[config.mk]
export PLATFORM = sky130hd
export DESIGN_NAME = smol_writeback
export DESIGN_NICKNAME = d
export VERILOG_FILES = /design/src/rtl/smol_wb_pkg.sv /design/src/rtl/smol_load_align.sv /design/src/rtl/smol_writeback.sv
export SDC_FILE = /design/constraint.sdc
export NUM_CORES = 1
export LEC_CHECK = 0
export ABC_CLOCK_PERIOD_IN_PS = 3700
export CAP_MARGIN = 20
export CORE_ASPECT_RATIO = 1.75
export CORE_MARGIN = 4
export CORE_UTILIZATION = 48
export DETAILED_ROUTE_END_ITERATION = 8
export PLACE_DENSITY = 0.89
export SLEW_MARGIN = 5
export SYNTH_ARGS = -nofsm -noshare
export SYNTH_HDL_FRONTEND = slang
export SYNTH_SLANG_ARGS = --single-unit
[constraint.sdc]
create_clock -name clk -period 3.7 [get_ports clk]
set_clock_uncertainty 0.1 [all_clocks]
set_input_delay 0.74 -clock clk [delete_from_list [all_inputs] [get_ports clk]]
set_output_delay 0.74 -clock clk [all_outputs]
set_load 0.02 [all_outputs]
[src/rtl/smol_wb_pkg.sv]
// Shared types and constants for the smol_writeback stage.
package smol_wb_pkg;

   localparam int XLEN = 32;

   // RISC-V load size/sign encodings carried in funct3.
   typedef enum logic [2:0] {
      LB  = 3'b000,
      LH  = 3'b001,
      LW  = 3'b010,
      LBU = 3'b100,
      LHU = 3'b101
   } load_funct3_e;

   // Writeback FSM states.
   typedef enum logic [0:0] {
      IDLE      = 1'b0,
      WAIT_LOAD = 1'b1
   } wb_state_e;

endpackage

[src/rtl/smol_load_align.sv]
// Load data formatter: selects the addressed byte/half from an aligned
// memory word and sign- or zero-extends it according to funct3.
module smol_load_align
   import smol_wb_pkg::*;
(
   input  logic [XLEN-1:0] word,
   input  logic [2:0]      funct3,
   input  logic [1:0]      offset,
   output logic [XLEN-1:0] data
);

   logic [7:0]  sel_byte;
   logic [15:0] sel_half;

   // Pick the byte lane addressed by the low address bits.
   always_comb begin
      sel_byte = word[7:0];
      case (offset)
         2'd0:    sel_byte = word[7:0];
         2'd1:    sel_byte = word[15:8];
         2'd2:    sel_byte = word[23:16];
         default: sel_byte = word[31:24];
      endcase
   end

   // Halfword lane depends only on offset[1]; offset[0] is ignored.
   always_comb begin
      sel_half = offset[1] ? word[31:16] : word[15:0];
   end

   // Extend the selected lane; unknown encodings pass the word through.
   always_comb begin
      data = word;
      case (funct3)
         LB:      data = {{(XLEN-8){sel_byte[7]}}, sel_byte};
         LH:      data = {{(XLEN-16){sel_half[15]}}, sel_half};
         LW:      data = word;
         LBU:     data = {{(XLEN-8){1'b0}}, sel_byte};
         LHU:     data = {{(XLEN-16){1'b0}}, sel_half};
         default: data = word;
      endcase
   end

endmodule

[src/rtl/smol_writeback.sv]
// smol_writeback: last pipeline stage, drives the smolRF write port.
// ALU results are written the cycle after acceptance; loads park in
// WAIT_LOAD until the data-memory response, then are aligned and written.
// Build option SMOL_WB_BYPASS_EN adds fwdValid/fwdAddr/fwdData outputs that
// combinationally mirror the write port for same-cycle decode bypass.
module smol_writeback
   import smol_wb_pkg::*;
#(
   parameter int XLEN  = 32,
   parameter int CNT_W = 32
) (
   input  logic             clk,
   input  logic             rst,
   input  logic             inValid,
   output logic             inReady,
   input  logic             inRegWrite,
   input  logic             inIsLoad,
   input  logic [4:0]       inRd,
   input  logic [2:0]       inFunct3,
   input  logic [XLEN-1:0]  inAluResult,
   input  logic             memRspValid,
   input  logic [XLEN-1:0]  memRspData,
   input  logic             flush,
   output logic             wEnable,
   output logic [4:0]       wAddr,
   output logic [XLEN-1:0]  wData,
   output logic [CNT_W-1:0] retireCount,
`ifdef SMOL_WB_BYPASS_EN
   output logic             fwdValid,
   output logic [4:0]       fwdAddr,
   output logic [XLEN-1:0]  fwdData,
`endif
   output logic             rspErr
);

   wb_state_e       state;
   wb_state_e       state_next;
   logic            take;
   logic            retire_alu;
   logic            retire_load;
   logic [4:0]      cap_rd;
   logic            cap_reg_write;
   logic [2:0]      cap_funct3;
   logic [1:0]      cap_offset;
   logic [XLEN-1:0] load_data;

   // State register.
   always_ff @(posedge clk or negedge rst) begin
      if (!rst) state <= IDLE;
      else      state <= state_next;
   end

   // Next state: a load parks the stage until its response or a flush.
   always_comb begin
      state_next = state;
      case (state)
         IDLE:      if (take && inIsLoad)        state_next = WAIT_LOAD;
         WAIT_LOAD: if (flush || memRspValid)    state_next = IDLE;
         default:                                state_next = IDLE;
      endcase
   end

   // FSM outputs: handshake and the two retirement events.
   always_comb begin
      inReady     = (state == IDLE) && !flush;
      take        = inValid && inReady;
      retire_alu  = take && !inIsLoad;
      retire_load = (state == WAIT_LOAD) && memRspValid && !flush;
   end

   // Hold the load's destination and formatting info while waiting.
   always_ff @(posedge clk or negedge rst) begin
      if (!rst) begin
         cap_rd        <= 5'd0;
         cap_reg_write <= 1'b0;
         cap_funct3    <= 3'd0;
         cap_offset    <= 2'd0;
      end else if (take && inIsLoad) begin
         cap_rd        <= inRd;
         cap_reg_write <= inRegWrite;
         cap_funct3    <= inFunct3;
         cap_offset    <= inAluResult[1:0];
      end
   end

   smol_load_align u_align (
      .word   (memRspData),
      .funct3 (cap_funct3),
      .offset (cap_offset),
      .data   (load_data)
   );

   // Registered RF write port; enable pulses for one cycle, addr/data hold.
   // Writes to x0 still retire but never raise the enable.
   always_ff @(posedge clk or negedge rst) begin
      if (!rst) begin
         wEnable <= 1'b0;
         wAddr   <= 5'd0;
         wData   <= '0;
      end else begin
         wEnable <= 1'b0;
         if (retire_alu) begin
            wEnable <= inRegWrite && (inRd != 5'd0);
            wAddr   <= inRd;
            wData   <= inAluResult;
         end else if (retire_load) begin
            wEnable <= cap_reg_write && (cap_rd != 5'd0);
            wAddr   <= cap_rd;
            wData   <= load_data;
         end
      end
   end

   // Retired-instruction counter, wraps naturally.
   always_ff @(posedge clk or negedge rst) begin
      if (!rst)                           retireCount <= '0;
      else if (retire_alu || retire_load) retireCount <= retireCount + CNT_W'(1);
   end

   // Sticky flag for a memory response with no load outstanding.
   always_ff @(posedge clk or negedge rst) begin
      if (!rst)                               rspErr <= 1'b0;
      else if (state == IDLE && memRspValid)  rspErr <= 1'b1;
   end

`ifdef SMOL_WB_BYPASS_EN
   assign fwdValid = wEnable & rst;
   assign fwdAddr  = wAddr;
   assign fwdData  = wData;
`endif

endmodule

# Word-level counts from Yosys, hierarchy flattened
# Cells that the tools add are included.
# word_totals
elab_cells	47
output_inout_bits	72
register_bits	83
# op_classes
n_mux	12
bitwise_logic	1
n_eq_ne	5
n_addsub	1
n_reduce_logical	18
# op_table
op	n
one-hot mux 32 bit (4 select lines)	1
two-way mux 32 bit	2
adder 32 x 1 -> 32 bit (second input constant)	1
one-hot mux 8 bit (3 select lines)	1
two-way mux 16 bit	1
two-way mux 5 bit	2
nonzero test 5 bit	2
logical AND 1 bit	9
== test 3 bit (second input constant)	2
two-way mux 1 bit	4
== test 3 x 1 -> 1 bit (second input constant)	1
zero test 3 bit	1
== test 2 x 1 -> 1 bit (second input constant)	1
== test 2 bit (second input constant)	1
zero test 1 bit	2
zero test 2 bit	1
logical OR 1 bit	2
one-hot mux 1 bit (2 select lines)	1
nonzero test 2 bit	1
inverter 1 bit	1

# Logic depth before layout (Yosys ltp)
# logic_depth
word_depth	6
ltp_mapped	7
mapped_depth_nobuf	5

# Cells and area by module
# From an unflattened synthesis, not the netlist that was laid out.
# hier_totals
cells_unflattened	451
area_unflattened_um2	4327.9
# by_module_without_submodules
module	instances	cells_each	area_per_inst_um2
smol_writeback	1	320	3604.7
smol_load_align	1	131	723.2

# Worst setup path before layout
# OpenSTA, ideal clock, no wires.
# synth_path
path_type	in2reg
startpoint	input port flush
endpoint	register retireCount[27]
t_arrival_ns	2.208
path_stages	7
required_ns	3.469
setup_ns	0.131
slack_ns	1.262
n_path_buf	2
path_cell_list	or4b_1 > buf_2 > a21oi_4 > and4_1 > buf_2 > nand4_1 > xnor2_1
# synth_between
elab_chain_len	5
# synth_rtl
item	line	text
start, declared	smol_writeback.sv:23	input logic flush,
zero test 1 bit (*)	smol_writeback.sv:65, smol_writeback.sv:68	
logical AND 1 bit	smol_writeback.sv:65	inReady = (state == IDLE) && !flush;
logical AND 1 bit	smol_writeback.sv:66	take = inValid && inReady;
logical AND 1 bit	smol_writeback.sv:67	retire_alu = take && !inIsLoad;
logical OR 1 bit (*)	smol_writeback.sv:117	else if (retire_alu || retire_load) retireCount <= retireCount + CNT_W'(1);
end signal, assigned	smol_writeback.sv:117	
end, declared	smol_writeback.sv:27	output logic [CNT_W-1:0] retireCount,
# Mark *: on every way between the ends. The rest lies on a longest branch, timed or not.
# A chain may end at the register's enable or synchronous reset.

# Final worst setup path
# Ends and elaborated chain as after synthesis.

==> impl_results.md <==
- Power per standard cell area: around 510 nW/um^2
- Nets: between 600 and 700
- Clock tree buffer depth: 2
- Net Sw Power: ~950 uW
- GRT overflow: 0
- HP Class: input port to async pin
- Initial core utilization: between 40 and 50%
- Slew headroom: approximately 28%
- Antenna violations before repair: 0
- Fin. max-slew vios: 0
- Die Width: 77.2 um
- Routed WL per cell: 19.4 um
- Final setup fails: 0
- Row count: 44
- Clk_lat worst skew: 0.34 ns
- Number of global-route vias before repair: 3,866
- DR vias: between 3k and 4k
- Worst-margin pin slew: ~1.1 ns
- Sequential power share: about two fifths
- Vias per cell: between 5 and 6
- Most common flop cell mapped by yosys: dfrtp_1
- Fillcell total: 570
- Top-area cell type share of the netlist area: 51.6%
- Final hold violation count: 0
- Top-count cell post-synth: dfrtp_1
- Post-CTS setup buffers: 0
- IO Pins: approximately 150
- Critical path capture point type: register
- Unrepaired setup endpoints after global routing: no
- Fmax: around 340 MHz
- Synth unique cells: 41
- Setup tns final: 0 ns
- Synthesized cell area: about 4000 sq um
- Final period utilization: about four fifths
- Synthesized instance count: 412
- Register area share after synthesis: 51.6%
- Die Y: ~130 um
- Post-route DRC: 0
- CP Launch Point: flush
- Largest net degree at the start of global routing: 84
- Post-synthesis register bit count: between 80 and 90
- HPWL Detailed: approximately 9.4 mm
- Leak Pwr: between 0.002 and 0.003 uW
- RR Startpoint: state
- Commonest cells in the netlist: 83 x dfrtp_1, 73 x nand2_1, 24 x a22oi_1
- N_diodes: 0
- Drt first pass iters: 5
- CTS tree: built
- Switching Fraction: a little under a third
- Startpoint Class: input port
- Cts repair resizes: 0
- Post-synth top area cell: dfrtp_1
- Design Power: approximately 3000 uW
- Layout cell share with drive strength beyond 1: under 10%
- Port bufs: 150
- Global Route Usage Sum: 25.8%
- Ys async rst share: 100%
- Drt initial violations: roughly 330
- Clock-pin transition on the worst setup and hold timing paths: roughly 0.06 ns
- Routed WL: roughly 13 mm
- Hold WS: around 0.13 ns
- Status: finished, final reports clean
- CTS H-tree lvls: 3
- Arrival @ worst endpoint: 3.07 ns
- First-pass GRT wire length: approximately 20 mm
- Fin crit period: about 3 ns
- Synthesized area per cell: 9.77 sq um
- Synth-to-Final Area Change: 47.9%
- Power Internal: approximately 2100 uW
- # hold bufs at CTS: 0
- CTS root buf: clkbuf_16
- Final ANT Viol Nets: 0
- Routability cong.: 0.928
- Final Util: between 70 and 80%
- Required time worst endpoint: ~3.8 ns
- Core area: roughly 8300 sq um
- Largest vdd supply drop: approximately 0.40 mV
- Clock Power Share: about a third
- Syn. warnings: 0
- CTS buffer count: 9
- Number of flops mapped to enable cells by yosys: 0
- Worst setup path class: input port to register
- Die area: ~10000 sq um
- Maximum fanout along the worst path: 9
- Maxcap violations: 0
- Ranking of synthesized cells by area: dfrtp_1 52%, nand2_1 6.8%, xnor2_1 4.6%, a22oi_1 4.5%, mux2_2 4.5%
- Synthesized Nets: a little under 500
- Logic gate share of total power: ~29%
- Clock sinks: 83
==> per-stage QoR <==
stage	setup slack, ns	cell area [sq um]	std cells
after global placement	0.522	5600	636
after detailed placement	0.477	5600	636
after floorplan	1.26	4030	412
after CTS	0.785	5930	652
after global routing	0.567	5950	653
final	0.752	5950	653
==> registers in the layout, indices dropped and copies added (netlist names) <==
signal	count
retireCount	32
cap_offset	2
cap_rd	5
wData	32
cap_reg_write	1
rspErr	1
wAddr	5
cap_funct3	3
state	1
wEnable	1
==> cells in the final DEF (no fill, tap or decap), types with 7 or more instances in the layout <==
cell | synthesis | routed
nor2_1 | 23 | 22
clkbuf_16 | 0 | 9
a21oi_1 | 14 | 14
a22oi_1 | 24 | 24
inv_1 | 13 | 13
mux2_2 | 16 | 16
dfrtp_1 | 83 | 83
o221ai_1 | 7 | 7
nand3_1 | 23 | 23
nand4_1 | 8 | 8
a31oi_1 | 7 | 7
clkdlybuf4s50_1 | 0 | 149
nand2_1 | 73 | 73
xnor2_1 | 21 | 21
o21ai_0 | 20 | 20
xor2_1 | 10 | 10
==> power groups by stage <==
stage / Clock, uW / Combinational [uW] / Sequential [uW]
finish: 965 / 884 / 1190
global route: 1010 / 941 / 1210
CTS: 967 / 885 / 1190
detailed placement: 0 / 880 / 1200
global placement: 0 / 863 / 1190
floorplan: 0 / 280 / 1330
==> cell families (layout without fill, tap and decap cells) <==
group,after synthesis,count (layout),synth area share [%]
simple gates,157,157,18.3
compound gates,86,86,14.4
flops,83,83,51.6
buf+inv,36,185,3.45
xor+xnor,31,31,6.74
mux,18,18,5.28
fa+ha+maj,1,1,0.311
==> worst max-delay path, stage by stage <==
cell	delay, ns
clkdlybuf4s50_1	0.52
or4b_1	0.77
a21oi_4	0.30
and4_1	0.40
nand4_1	0.19
xnor2_1	0.16
==> final cells by class <==
| cell class | count | area [sq um] | share of cell area (%) |
|---|---|---|---|
| Sequential cell | 83 | 2080 | 34.9 |
| Multi-Input combinational cell | 293 | 1820 | 30.6 |
| Timing Repair Buffer | 156 | 1560 | 26.3 |
| Clock buffer | 9 | 225 | 3.78 |
| Tap cell | 92 | 115 | 1.93 |
| Clock inverter | 7 | 98.8 | 1.66 |
| Inverter | 13 | 48.8 | 0.820 |
==> per-layer routing <==
metal | wire length, um | global-route usage, % | vias to the layer above
met5 | 0 | 0 | -
met4 | 378 | 11.0 | 0
met3 | 840 | 4.94 | 30
met2 | 6870 | 46.2 | 186
met1 | 4560 | 30.0 | 1888
li1 | - | - | 1750
==> final timing paths <==
kind,to,slack [ns],cells past startpoint
hold reg to reg,rspErr,0.36,1
setup / recovery,retireCount[27],0.75,6
setup reg to reg,retireCount[27],1.28,5
hold / removal,retireCount[9],0.13,1
min in group clk,rspErr,0.36,1
max in group asynchronous,wData[26],2.80,2
Note: power is estimated with default switching activity, not from simulation.
